$ cat src/rtl/control_seq.sv
// rtl/control_seq.sv - sequential control decoder for the 8-bit core
// Latches the instruction, owns phase/carry/ie, stalls on mem ack, handles irq entry.
module control_seq #(
    parameter int NSIG    = 8,
    parameter bit MEM_ACK = 1'b1,
    parameter bit HAS_IRQ = 1'b1
) (
    input  logic            clk,
    input  logic            rst_n,
    input  logic [7:0]      inst_i,
    input  logic            inst_valid_i,
    output logic            inst_ready_o,
    input  logic            alu_carry_i,
    input  logic            mem_ack_i,
    input  logic            irq_i,
    output logic            M,
    output logic            S,
    output logic            J,
    output logic            LJ,
    output logic            CLI,
    output logic            LJR,
    output logic            MW,
    output logic            MC,
    output logic            RD,
    output logic            WR,
    output logic            Y,
    output logic            WA,
    output logic            ISP,
    output logic            WC,
    output logic [1:0]      RS,
    output logic [3:0]      ALU,
    output logic [NSIG-1:0] SIG,
    output logic            cycle_o,
    output logic            carry_o,
    output logic            ie_o,
    output logic            irq_take_o
);

    localparam int SW = $clog2(NSIG);

    typedef enum logic [1:0] {
        ST_FETCH = 2'd0,
        ST_EXEC0 = 2'd1,
        ST_EXEC1 = 2'd2,
        ST_IRQ   = 2'd3
    } state_t;

    state_t          state_q;
    state_t          state_d;
    logic [7:0]      ir;
    logic            carry_q;
    logic            ie_q;

    logic            c;
    logic            m_raw;
    logic            j_raw;
    logic            lj_raw;
    logic            cli_raw;
    logic            ljr_raw;
    logic            mw_raw;
    logic            mc_raw;
    logic            rd_raw;
    logic            wr_raw;
    logic            alu_path;
    logic            wa_raw;
    logic            isp_raw;
    logic            wc_raw;
    logic            sig_hit;
    logic [NSIG-1:0] sig_vec;

    logic            in_exec;
    logic            complete;
    logic            accept;

    // Raw decode from the latched instruction, phase and carry register only.
    always_comb begin
        c        = (state_q == ST_EXEC1);
        m_raw    = ir[7] & ~ir[6] & c;
        j_raw    = ir[7] & ir[6] & ir[5] & c & ~(carry_q & ir[4]);
        lj_raw   = ~ir[7] & ~ir[6] & ~ir[5] & ir[4] & ~ir[3];
        cli_raw  = lj_raw & ir[1];
        ljr_raw  = lj_raw & ir[2];
        mw_raw   = m_raw & ir[5];
        mc_raw   = ir[7] & ~c;
        rd_raw   = ~ir[7] & ~ir[6] & ~ir[5] & ~ir[4] & ir[2];
        wr_raw   = ~ir[7] & ~ir[6] & ~ir[5] & ~ir[4] & ir[3];
        alu_path = (ir[6] & ~ir[7]) | (c & ir[6] & ir[5]);
        wa_raw   = (m_raw & ~ir[5]) | (alu_path & ~(ir[4] & ~ir[3]));
        isp_raw  = ~ir[7] & ~ir[6] & ir[5];
        wc_raw   = (alu_path | isp_raw) & ir[4];
        sig_hit  = ~ir[7] & ~ir[6] & ~ir[5] & ir[4] & ir[3];
        sig_vec  = '0;
        sig_vec[ir[SW-1:0]] = 1'b1;
    end

    always_comb begin
        state_d      = state_q;
        inst_ready_o = 1'b0;
        irq_take_o   = 1'b0;
        complete     = 1'b0;
        in_exec      = 1'b0;
        M   = 1'b0;
        S   = 1'b0;
        J   = 1'b0;
        LJ  = 1'b0;
        CLI = 1'b0;
        LJR = 1'b0;
        MW  = 1'b0;
        MC  = 1'b0;
        RD  = 1'b0;
        WR  = 1'b0;
        Y   = 1'b0;
        WA  = 1'b0;
        ISP = 1'b0;
        WC  = 1'b0;
        RS  = 2'b00;
        ALU = 4'h0;
        SIG = '0;
        case (state_q)
            ST_FETCH: begin
                // A pending interrupt wins over a valid instruction and withholds ready.
                if (HAS_IRQ && ie_q && irq_i) begin
                    state_d = ST_IRQ;
                end else begin
                    inst_ready_o = 1'b1;
                    if (inst_valid_i) state_d = ST_EXEC0;
                end
            end
            ST_EXEC0: begin
                in_exec  = 1'b1;
                complete = ~ir[7];
                state_d  = ir[7] ? ST_EXEC1 : ST_FETCH;
            end
            ST_EXEC1: begin
                in_exec  = 1'b1;
                complete = MEM_ACK ? mem_ack_i : 1'b1;
                if (complete) state_d = ST_FETCH;
            end
            ST_IRQ: begin
                irq_take_o = 1'b1;
                LJ         = 1'b1;
                CLI        = 1'b1;
                state_d    = ST_FETCH;
            end
            default: state_d = ST_FETCH;
        endcase

        if (in_exec) begin
            M   = m_raw;
            S   = ir[4];
            J   = j_raw;
            LJ  = lj_raw;
            CLI = cli_raw;
            LJR = ljr_raw;
            MW  = mw_raw;
            MC  = mc_raw;
            RD  = rd_raw;
            WR  = wr_raw;
            Y   = ir[5];
            ISP = isp_raw;
            RS  = ir[1:0];
            ALU = ir[3:0];
            // Write-backs and signal pulses belong to the completing cycle only.
            WA  = wa_raw & complete;
            WC  = wc_raw & complete;
            SIG = (sig_hit & complete) ? sig_vec : '0;
        end
    end

    assign accept = inst_ready_o & inst_valid_i;

    always_ff @(posedge clk or negedge rst_n) begin
        if (!rst_n) begin
            state_q <= ST_FETCH;
            ir      <= 8'h00;
            carry_q <= 1'b0;
            ie_q    <= 1'b0;
        end else begin
            state_q <= state_d;
            if (accept) ir <= inst_i;
            if (complete && wc_raw) carry_q <= alu_carry_i;
            if ((state_q == ST_IRQ) || (complete && cli_raw)) begin
                ie_q <= 1'b0;
            end else if (complete && lj_raw && ir[0] && !ir[1]) begin
                ie_q <= 1'b1;
            end
        end
    end

    assign cycle_o = (state_q == ST_EXEC1);
    assign carry_o = carry_q;
    assign ie_o    = HAS_IRQ ? ie_q : 1'b0;

endmodule

$ cat config.mk
export PLATFORM = sky130hd
export DESIGN_NAME = control_seq
export DESIGN_NICKNAME = d
export VERILOG_FILES = /design/src/rtl/control_seq.sv
export SDC_FILE = /design/constraint.sdc
export NUM_CORES = 1
export LEC_CHECK = 0
export ABC_AREA = 1
export CAP_MARGIN = 20
export CORE_MARGIN = 4
export CORE_UTILIZATION = 43
export CTS_CLUSTER_SIZE = 28
export DETAILED_ROUTE_END_ITERATION = 8
export PLACE_DENSITY_LB_ADDON = 0.15
export SETUP_SLACK_MARGIN = 0.3
export SLEW_MARGIN = 20
export SYNTH_ARGS = -nofsm -noshare
export SYNTH_HDL_FRONTEND = slang
export SYNTH_SLANG_ARGS = --single-unit
$ cat constraint.sdc
create_clock -name clk -period 3.1 [get_ports clk]
set_clock_uncertainty 0.15 [all_clocks]
set_input_delay 0.62 -clock clk [delete_from_list [all_inputs] [get_ports clk]]
set_output_delay 0.62 -clock clk [all_outputs]
set_load 0.05 [all_outputs]
==> summary.txt <==
Worst hold path
  – HP Start: carry_o
  – Worst Hold Path EP: carry_o
  – Hold Crit Depth: 2
  – Worst min-delay path class: reg2reg

STA
  – Worst Tran Pin Value: 0.586 ns
  – Unrepaired setup endpoints after global routing: no
  – Period minus WS final: 2.73 ns
  – PnR worst setup slack: 0.366 ns
  – Period utilization: approximately nine tenths
  – Setup violators final: 0
  – Hold_ws: 0.381 ns
  – Final setup TNS: 0 ns
  – Pins Over Slew Limit: 0
  – Final hold vios: 0
  – Relative slew slack: 60.8%
  – Max Fclk: 366 MHz

Final layout
  – Fin area: 1590 sq um
  – Post-layout nets: 204
  – Area delta synth->final: 67.4%
  – Most frequent cells in the layout: 33 x nand2_1, 17 x inv_1, 17 x clkdlybuf4s50_1, 15 x nor2_1, 15 x buf_4
  – Ant diodes: 0
  – Non-Filler Instances: 210
  – Most common cell after layout, fill and taps aside: nand2_1
  – Fillers: ~140
  – Share of cells above drive strength 1: roughly a third

Die
  – Area of the core: between 2000 and 2500 sq um
  – Die ar.: 3030 sq um
  – Chip height: 55.0 um
  – IO Count: 47
  – Initial Util: 47.0%
  – # rows: 16
  – Die W: 55.0 um

Synthesis
  – Yosys warnings: 0
  – Synthesized Nets: ~150
  – Seq cells post-synth: 12
  – Cell taking the most area after synthesis: dfrtp_1
  – Post-Synthesis Cell Area: 951 sq um
  – Count of cell types in the netlist: 28
  – Synth top area cells: dfrtp_1 32%, nand2_1 13%, inv_1 7.5%
  – Syn Inst Count: 135
  – Mean Syn Cell Area: 7.04 sq um
  – Register area share after synthesis: between 30% and 40%
  – Top cell type's share of synthesized area: 31.6%

Power and ir drop
  – Leakage power: 0.798 nW
  – VDD IR max: just under 0.7 mV
  – Pwr dens: 934 nW/um^2

Place
  – Dpl cells: 204
  – Placed instance area: 1520 sq um
  – Dpl ws: 0.277 ns
  – I/O Buffers: 46
  – HPWL Detailed: 2280 um
  – Placer Congestion: between 0.8 and 0.9

Routing
  – TritonRoute pass-1 iters: 4
  – Total Wirelength: 2870 um
  – Vias per inst: around 4.9
  – WL per Instance: between 10 and 15 um
  – Antenna Nets Post-Route: 0
  – DR vias: 1,027
  – DR iter-0 viols: 17
  – DRC: 0

Worst setup path
  – RR Endpoint: ie_o
  – Crit-path slowest cell: clkdlybuf4s50_1
  – R2R cell count: 11
  – Worst Setup End Kind: output pin
  – Crit Path Max Fanout: 4
  – Crit path arrival time: roughly 2 ns
  – CP required: 2.33 ns
  – Worst path top cell family by delay: buffers and inverters
  – Bufs and invs on worst path: 3
  – Setup crit start kind: primary input
  – R2r setup slk: 1.40 ns
  – Crit-path max cell delay: 0.48 ns
  – Worst reg2reg path startpoint: state_q[0]
  – CP Cell Sequence: clkdlybuf4s50_1, nand2_1, nand2_4, inv_4, nor2_8, nand3_4, nor2_2, buf_12
  – Setup CP Type: in2out

Global routing
  – Overflow after GRT: 0
  – GRT Overall Usage: roughly a fifth
  – First-pass GRT wire length: 4530 um
  – Vias in the first global route: 1,029
  – Initial antenna violation count: 0
  – Largest net degree at the start of global routing: 15

Job
  – Max-cap viol count: 0

Clock tree
  – Num CTS Buffers: 3
  – Clock slew at reported path FFs: 0.08 ns
  – Clock Tree Buf Depth: 2
  – Clock Tree Root: clkbuf_4
  – # hold bufs at CTS: 0
  – CTS tree: yes
  – Sink Count: 12
  – Htree depth: 1
  – Skew-Pair Late Insertion Delay: 0.26 ns

Run status
  – Status: finished, final reports clean
[tightest hold or removal path: stages, from the launching register on]
cell	delay [ns]
dfrtp_1	0.39
nand2_1	0.07
nand2_1	0.05
[kinds of logic after synthesis]
family | share of synthesized area [%]
AND/OR/NAND/NOR | 39.7
buffers and inverters | 12.6
AO/OA/AOI/OAI | 9.47
flip-flops | 31.6
adder cells (fa/ha/maj) | 6.58
[synthesized netlist by cell type, drive strengths merged]
cell,n
nand2,37
nor2,26
inv,23
dfrtp,12
a21oi,7
nand3,6
ha,5
buf,4
o21ai,4
nor3,2
o211ai,2
a211oi,1
a31oi,1
clkinv,1
nand3b,1
nand4,1
o22ai,1
or2,1
[power breakdown]
part           switching, mW  leakage, nW  total, mW  internal [mW]
Clock                 0.0483       0.0138     0.0931         0.0448
Combinational          0.765        0.643       1.09          0.325
Sequential            0.0811        0.141      0.302          0.221
Total                  0.895        0.798       1.49          0.591
[area by class of cell]
class / instances / area [sq um] / share of cell area [%]
clock buffer: 3 / 22.5 / 1.42
inverter: 24 / 92.6 / 5.82
multi-input combinational: 95 / 588 / 36.9
sequential: 12 / 302 / 18.9
tap: 27 / 33.8 / 2.12
timing repair buffer: 49 / 553 / 34.7
[through the flow]
stage / util (%) / total power [mW]
after floorplan: - / 1.05
after global placement: 74.9 / 1.31
after detailed placement: 74.9 / 1.34
after CTS: 76.7 / 1.43
after global routing: 78.7 / 1.59
final: 78.7 / 1.49
[per-layer routing]
metal | track usage (%) | vias up | part of all wire [%]
li1 | - | 513 | -
met1 | 23.3 | 478 | 41
met2 | 38.8 | 32 | 54
met3 | 3.49 | 4 | 4.8
met4 | 7.69 | 0 | 0.73
met5 | 0 | - | 0
[flip-flops by register name (all words and copies together), names as in the netlist]
signal / count
ie_o: 1
state_q: 2
ir: 8
carry_o: 1
[what timing repair did]
action                     in CTS  in global routing
hold endpoints to repair        0                  0
buffers inserted                0                  3
gates resized for setup        16                  6
pin swaps                       0                  2
setup endpoints to repair      16                  8
[worst max path at each step]
stage	cells past startpoint	slack, ns	end	from
finish	8	0.37	SIG[7]	mem_ack_i
global route	8	0.28	SIG[7]	mem_ack_i
CTS	9	0.34	SIG[3]	state_q[0]
detailed placement	5	0.28	LJ	state_q[1]
global placement	5	0.37	LJ	state_q[0]
floorplan	3	0.25	CLI	state_q[0]
Power figures use the tool's default switching activity.
